--- src/rtl/elastic_operand_join_if.sv ---
// Operand-join port bundle: two SELF-protocol operand inputs, the joined
// ALU-side token and per-operand occupancy.
// master = producer/consumer side (neighbour PEs + ALU), slave = the join block.
interface elastic_operand_join_if #(
   parameter int DATA_WIDTH = 32,
   parameter int FIFO_DEPTH = 2
);
   localparam int OCC_W = $clog2(FIFO_DEPTH + 1);

   logic [DATA_WIDTH-1:0] in1_data;
   logic                  in1_valid;
   logic                  in1_stop;
   logic [DATA_WIDTH-1:0] in2_data;
   logic                  in2_valid;
   logic                  in2_stop;
   logic                  use_input_2;
   logic [DATA_WIDTH-1:0] output_data_1;
   logic [DATA_WIDTH-1:0] output_data_2;
   logic                  valid_output;
   logic                  stop_output;
   logic [OCC_W-1:0]      occupancy_1;
   logic [OCC_W-1:0]      occupancy_2;

   modport master (
      output in1_data, in1_valid, in2_data, in2_valid, use_input_2, stop_output,
      input  in1_stop, in2_stop, output_data_1, output_data_2, valid_output,
             occupancy_1, occupancy_2
   );

   modport slave (
      input  in1_data, in1_valid, in2_data, in2_valid, use_input_2, stop_output,
      output in1_stop, in2_stop, output_data_1, output_data_2, valid_output,
             occupancy_1, occupancy_2
   );
endinterface

--- src/rtl/elastic_operand_join.sv ---
// elastic_operand_join: two independent operand FIFOs whose heads are joined
// into one (data_1, data_2, valid) token for the elastic ALU input port.
// Back-pressure (in*_stop) is a flop, never a combinational function of
// stop_output. Index 0 is operand 1, index 1 is operand 2 throughout.
// Optional feature macro: ELASTIC_JOIN_BYPASS_EN -- when defined, an operand
// arriving at an empty FIFO is presented as its head in the same cycle.
module elastic_operand_join #(
   parameter int DATA_WIDTH = 32,
   parameter int FIFO_DEPTH = 2
) (
   input logic                   clk,
   input logic                   reset_n,
   elastic_operand_join_if.slave bus
);

   localparam int PTR_W = (FIFO_DEPTH > 1) ? $clog2(FIFO_DEPTH) : 1;
   localparam int OCC_W = $clog2(FIFO_DEPTH + 1);
   localparam logic [OCC_W-1:0]      FULL_COUNT = OCC_W'(FIFO_DEPTH);
   localparam logic [OCC_W-1:0]      ZERO_COUNT = {OCC_W{1'b0}};
   localparam logic [OCC_W-1:0]      ONE_COUNT  = OCC_W'(1);
   localparam logic [PTR_W-1:0]      ZERO_PTR   = {PTR_W{1'b0}};
   localparam logic [PTR_W-1:0]      ONE_PTR    = PTR_W'(1);
   localparam logic [DATA_WIDTH-1:0] ZERO_DATA  = {DATA_WIDTH{1'b0}};

   // storage and pointers per operand
   logic [DATA_WIDTH-1:0] mem_r [2][FIFO_DEPTH];
   logic [PTR_W-1:0]      wr_ptr_r [2];
   logic [PTR_W-1:0]      rd_ptr_r [2];
   logic [OCC_W-1:0]      count_r [2];
   logic [1:0]            stop_r;

   // per-cycle decode
   logic [DATA_WIDTH-1:0] in_data_s [2];
   logic [DATA_WIDTH-1:0] head_s [2];
   logic [OCC_W-1:0]      count_next_s [2];
   logic [1:0]            in_valid_s;
   logic [1:0]            bypass_s;
   logic [1:0]            avail_s;
   logic [1:0]            push_s;
   logic [1:0]            pop_s;
   logic [1:0]            wr_s;
   logic [1:0]            rd_s;
   logic                  valid_s;
   logic                  fire_s;

   assign in_data_s[0] = bus.in1_data;
   assign in_data_s[1] = bus.in2_data;
   assign in_valid_s   = {bus.in2_valid, bus.in1_valid};

   // Head selection, join condition and per-FIFO write/read/count decode.
   always_comb begin
      bypass_s = 2'b00;
      avail_s  = 2'b00;
      push_s   = 2'b00;
      wr_s     = 2'b00;
      rd_s     = 2'b00;
      for (int i = 0; i < 2; i++) begin
         head_s[i]       = ZERO_DATA;
         count_next_s[i] = count_r[i];
      end

      for (int i = 0; i < 2; i++) begin
`ifdef ELASTIC_JOIN_BYPASS_EN
         bypass_s[i] = (count_r[i] == ZERO_COUNT) & in_valid_s[i] & ~stop_r[i];
`else
         bypass_s[i] = 1'b0;
`endif
         if (bypass_s[i]) begin
            head_s[i] = in_data_s[i];
         end else begin
            head_s[i] = mem_r[i][rd_ptr_r[i]];
         end
         avail_s[i] = (count_r[i] != ZERO_COUNT) | bypass_s[i];
         push_s[i]  = in_valid_s[i] & ~stop_r[i];
      end

      valid_s = avail_s[0] & (~bus.use_input_2 | avail_s[1]);
      fire_s  = valid_s & ~bus.stop_output;
      // operand 2 is only consumed when the op actually uses it
      pop_s   = {fire_s & bus.use_input_2, fire_s};

      for (int i = 0; i < 2; i++) begin
         // a bypassed operand consumed this cycle never touches the storage
         wr_s[i] = push_s[i] & ~(bypass_s[i] & pop_s[i]);
         rd_s[i] = pop_s[i] & ~bypass_s[i];
         case ({wr_s[i], rd_s[i]})
            2'b10:   count_next_s[i] = count_r[i] + ONE_COUNT;
            2'b01:   count_next_s[i] = count_r[i] - ONE_COUNT;
            default: count_next_s[i] = count_r[i];
         endcase
      end
   end

   // FIFO state update; stop is registered from the next count so a pop
   // releases it only on the following cycle.
   always_ff @(posedge clk or negedge reset_n) begin
      if (!reset_n) begin
         stop_r <= 2'b00;
         for (int i = 0; i < 2; i++) begin
            wr_ptr_r[i] <= ZERO_PTR;
            rd_ptr_r[i] <= ZERO_PTR;
            count_r[i]  <= ZERO_COUNT;
            for (int j = 0; j < FIFO_DEPTH; j++) begin
               mem_r[i][j] <= ZERO_DATA;
            end
         end
      end else begin
         for (int i = 0; i < 2; i++) begin
            if (wr_s[i]) begin
               mem_r[i][wr_ptr_r[i]] <= in_data_s[i];
               wr_ptr_r[i]           <= wr_ptr_r[i] + ONE_PTR;
            end
            if (rd_s[i]) begin
               rd_ptr_r[i] <= rd_ptr_r[i] + ONE_PTR;
            end
            count_r[i] <= count_next_s[i];
            stop_r[i]  <= (count_next_s[i] == FULL_COUNT);
         end
      end
   end

   assign bus.in1_stop      = stop_r[0];
   assign bus.in2_stop      = stop_r[1];
   assign bus.valid_output  = valid_s;
   assign bus.output_data_1 = head_s[0];
   assign bus.output_data_2 = bus.use_input_2 ? head_s[1] : ZERO_DATA;
   assign bus.occupancy_1   = count_r[0];
   assign bus.occupancy_2   = count_r[1];

endmodule

--- src/flat_wrapper.sv ---
// flat-port wrapper written by rule: the top's interface ports become plain ports
module elastic_operand_join_flat 
#(
   parameter int DATA_WIDTH = 32,
   parameter int FIFO_DEPTH = 2
)
  (clk, reset_n, bus_in1_data, bus_in1_valid, bus_in2_data, bus_in2_valid, bus_use_input_2, bus_stop_output, bus_in1_stop, bus_in2_stop, bus_output_data_1, bus_output_data_2, bus_valid_output, bus_occupancy_1, bus_occupancy_2);
  elastic_operand_join_if #(.DATA_WIDTH(DATA_WIDTH), .FIFO_DEPTH(FIFO_DEPTH)) bus_i ();
  input logic clk;
  input logic reset_n;
  input wire logic [$bits(bus_i.in1_data)-1:0] bus_in1_data;
  input wire logic [$bits(bus_i.in1_valid)-1:0] bus_in1_valid;
  input wire logic [$bits(bus_i.in2_data)-1:0] bus_in2_data;
  input wire logic [$bits(bus_i.in2_valid)-1:0] bus_in2_valid;
  input wire logic [$bits(bus_i.use_input_2)-1:0] bus_use_input_2;
  input wire logic [$bits(bus_i.stop_output)-1:0] bus_stop_output;
  output wire logic [$bits(bus_i.in1_stop)-1:0] bus_in1_stop;
  output wire logic [$bits(bus_i.in2_stop)-1:0] bus_in2_stop;
  output wire logic [$bits(bus_i.output_data_1)-1:0] bus_output_data_1;
  output wire logic [$bits(bus_i.output_data_2)-1:0] bus_output_data_2;
  output wire logic [$bits(bus_i.valid_output)-1:0] bus_valid_output;
  output wire logic [$bits(bus_i.occupancy_1)-1:0] bus_occupancy_1;
  output wire logic [$bits(bus_i.occupancy_2)-1:0] bus_occupancy_2;
  assign bus_i.in1_data = bus_in1_data;
  assign bus_i.in1_valid = bus_in1_valid;
  assign bus_i.in2_data = bus_in2_data;
  assign bus_i.in2_valid = bus_in2_valid;
  assign bus_i.use_input_2 = bus_use_input_2;
  assign bus_i.stop_output = bus_stop_output;
  assign bus_in1_stop = bus_i.in1_stop;
  assign bus_in2_stop = bus_i.in2_stop;
  assign bus_output_data_1 = bus_i.output_data_1;
  assign bus_output_data_2 = bus_i.output_data_2;
  assign bus_valid_output = bus_i.valid_output;
  assign bus_occupancy_1 = bus_i.occupancy_1;
  assign bus_occupancy_2 = bus_i.occupancy_2;
  elastic_operand_join #(.DATA_WIDTH(DATA_WIDTH), .FIFO_DEPTH(FIFO_DEPTH)) u_core (.clk(clk), .reset_n(reset_n), .bus(bus_i));
endmodule
--- config.mk ---
export PLATFORM = sky130hd
export DESIGN_NAME = elastic_operand_join_flat
export DESIGN_NICKNAME = d
export VERILOG_FILES = /design/src/rtl/elastic_operand_join_if.sv /design/src/rtl/elastic_operand_join.sv /design/src/flat_wrapper.sv
export SDC_FILE = /design/constraint.sdc
export NUM_CORES = 1
export LEC_CHECK = 0
export CAP_MARGIN = 30
export CORE_UTILIZATION = 51
export DETAILED_ROUTE_END_ITERATION = 6
export PLACE_DENSITY = 0.81
export SYNTH_ARGS = -nofsm -noshare
export SYNTH_HDL_FRONTEND = slang
export SYNTH_SLANG_ARGS = --single-unit
--- constraint.sdc ---
create_clock -name clk -period 2.1 [get_ports clk]
set_input_delay 0.315 -clock clk [delete_from_list [all_inputs] [get_ports clk]]
set_output_delay 0.315 -clock clk [all_outputs]
set_load 0.01 [all_outputs]
==> metrics.csv <==
stage,metric,value,unit
power_and_ir_drop,irDropWorstVdd,0.8944,mV
clock_network,cts_tree,done,
clock_network,cts_root_buf,clkbuf_16,
floorplanning,rows,40,
layout,antenna_cells,0,
timing,tns,0,ps
clock_network,cts_buffer_depth,2,
global_routing,grt_pass1_wl,21.32,mm
floorplanning,core_area,12110,sq um
setup_path,cp.required,1780,ps
routing,ant_nets,0,
layout,fin_cells,743,
timing,fin_crit_sh,0.9709,
synth,async_flop_share,1.000,
synth,synth_area_leader_cell,dfrtp_1,
clock_network,cts.htree.levels,4,
layout,drive_gt1_frac,0.3652,
global_routing,met1_usage,0.2637,
synth,ys_seq_area_frac,0.5416,
synth,yosys-top-cells-count,"dfrtp_1 (138), mux2_2 (126), mux2_4 (32), mux2i_1 (32), nor2b_1 (32)",
power_and_ir_drop,powerDensity,1595,nW/um^2
placed_design,place.port_buffers,140,
placed_design,globalplace.congestion,0.7009,
synth,synth_top_family_by_area,multiplexers,
global_routing,globalRouteOverflowTotal,0,
global_routing,first_global_vias,4254,
synth,synth_edf_count,0,
setup_path,end_kind,output port,
timing,tightestPinTransition,520.8,ps
timing,slew_headroom,0.6528,
synth,synth_nets,490,
run_status,status,"finished, final reports clean",
synth,muxShareOfSynthArea,0.3516,
synth,ys_top_cells_by_area,"dfrtp_1 (54%), mux2_2 (22%), mux2_4 (7.5%)",
setup_path,crit_end,bus_valid_output,
setup_path,critPathArrivalTime,1720,ps
floorplanning,die_area,12950,sq um
synth,synth_seq_cells,138,
timing,rsz0062_at_grt,false,
global_routing,grt.total_usage,0.2164,
layout,seqCellArea,3460,sq um
global_routing,grt_max_degree,57,
placed_design,hpwlAfterDp,8.510,mm
routing,vias,3793,
synth,netlist.area_leader.share,0.5416,
synth,syn_area,6376,sq um
routing,routedWlPerCell,16.99,um
layout,syn_to_final_growth,33.12,%
floorplanning,initial_core_util,0.5264,
placed_design,dp_slack,44.31,ps
floorplanning,chipHeight,113.8,um
timing,report.final.slew_viol_count,0,
global_routing,use_met3,0.07120,
floorplanning,die_w,113.8,um
timing,finalWorstSetupSlack,61.14,ps
clock_network,clock-sinks,138,
power_and_ir_drop,p_leak,3.852,nW
synth,synthXorXnorAreaFrac,0.01648,
synth,synthCells,418,
synth,synthAdderAreaFrac,0.003925,
layout,fin_area,8488,sq um
routing,drc,0,
layout,nets,639,
setup_path,path_class,in2out,
setup_path,ff2ff_setup_slack,530,ps
routing,viasPerCell,5.105,
placed_design,placed_cells,715,
routing,dr.pass1.iters,4,
min_path,hp-class,in2async,
timing,setup_violations,0,
synth,synth_compound_area_frac,0.004710,
global_routing,top_usage_layer,met2,
setup_path,rr_startpoint,u_core.bus.occupancy_1[0]$_DFF_PN0_,
timing,skew,7.370,ps
synth,yosysMostFrequentCell,dfrtp_1,
floorplanning,ios,141,
power_and_ir_drop,p_total,13.54,mW
routing,drt-initial-drc-count,99,
layout,fillerInstances,908,
setup_path,worstReg2RegEnd,u_core.bus.occupancy_2[1]$_DFF_PN0_,
timing,hold_ws,440.2,ps
synth,syn_area_per_cell,15.25,sq um
layout,utilization,0.7008,
global_routing,grt_antenna_before_repair,0,
synth,yosys.area_share.simple,0.05141,
placed_design,place_area,7975,sq um
timing,finalHoldViolCount,0,
clock_network,worstSkewPairLatency,410,ps
synth,yosys_warnings,0,
layout,multiInputGateArea,2735,sq um
routing,routed_wl,12.63,mm
setup_path,path_max_fanout,35,
timing,max_freq,490.5,MHz
clock_network,cts.clk_slew.worst_paths,50,ps
global_routing,grt_use_met2,0.3516,
timing,period_minus_slack,2039,ps
clock_network,numCtsBuffers,17,
setup_path,critPathLaunch,bus_use_input_2,
setup_path,rr_worst_depth,6,
setup_path,crit_path_start_kind,input port,
synth,synth_cell_types,24,
synth,synth_flop_cell,dfrtp_1,
flow_run,drv_cap,0,
-- layout by cell type (no fill, tap or decap), types with 7 or more instances in the layout --
cell,count
dfrtp_1,133
mux2_2,126
clkdlybuf4s50_1,75
dlygate4sd2_1,64
mux2i_1,32
nor2b_1,32
mux2_4,32
clkbuf_16,17
buf_12,8
xnor2_1,7
-- layout make-up --
| type | count | area share |
|---|---|---|
| multi-input cells | 257 | 0.3222 |
| clock buffers | 24 | 0.05793 |
| repair buffers | 153 | 0.1798 |
| well taps | 168 | 0.02476 |
| flip-flops and latches | 138 | 0.4076 |
| clock inverters | 3 | 0.007665 |
-- kinds of logic (layout without fill, tap and decap cells) --
family | Yosys count | after routing
AND/OR/NAND/NOR | 47 | 47
adder cells (fa/ha/maj) | 2 | 2
multiplexers | 192 | 192
buffers and inverters | 23 | 180
flip-flops | 138 | 138
AO/OA/AOI/OAI | 4 | 4
XOR/XNOR | 12 | 12
-- layer usage --
| layer | share of wire | routed length, um |
|---|---|---|
| met4 | 0.019 | 236 |
| met3 | 0.066 | 835 |
| met1 | 0.43 | 5490 |
| met2 | 0.48 | 6066 |
| met5 | 0 | 0 |
-- state kept, by name, indices dropped and copies added, names as in the netlist --
signal and cells:
u_core.mem_r 128, u_core.stop_r 2, u_core.rd_ptr_r 2, u_core.bus.occupancy_1 2, u_core.wr_ptr_r 2, u_core.bus.occupancy_2 2
-- worst max-delay path: stages --
cell	delay, ps
clkdlybuf4s50_1	450
buf_12	180
a21oi_1	200
clkdlybuf4s50_1	570
-- power by group --
part	internal (mW)	switching [mW]
clock network	1.84	1.00
logic	3.51	2.36
registers	4.05	0.771
total	9.40	4.14
-- worst min-delay path by stage --
stage                     slack [ps]  depth (start not counted)                             endpoint
after global placement           310                          1          u_core.mem_r[3]$_DFFE_PN0P_
after CTS                        450                          2          u_core.mem_r[3]$_DFFE_PN0P_
final                            440                          2         u_core.mem_r[35]$_DFFE_PN0P_
after detailed placement         310                          1          u_core.mem_r[3]$_DFFE_PN0P_
after floorplan                   20                          0  u_core.bus.occupancy_1[0]$_DFF_PN0_
after global routing             470                          2          u_core.mem_r[3]$_DFFE_PN0P_
-- timing repair --
action	4_1_cts	5_1_grt
hold buffers	1	0
buffers inserted	0	0
endpoints found under the hold margin	53	0
resized for setup	74	0
setup endpoints to repair	65	0
(Power assumes the default switching activity.)
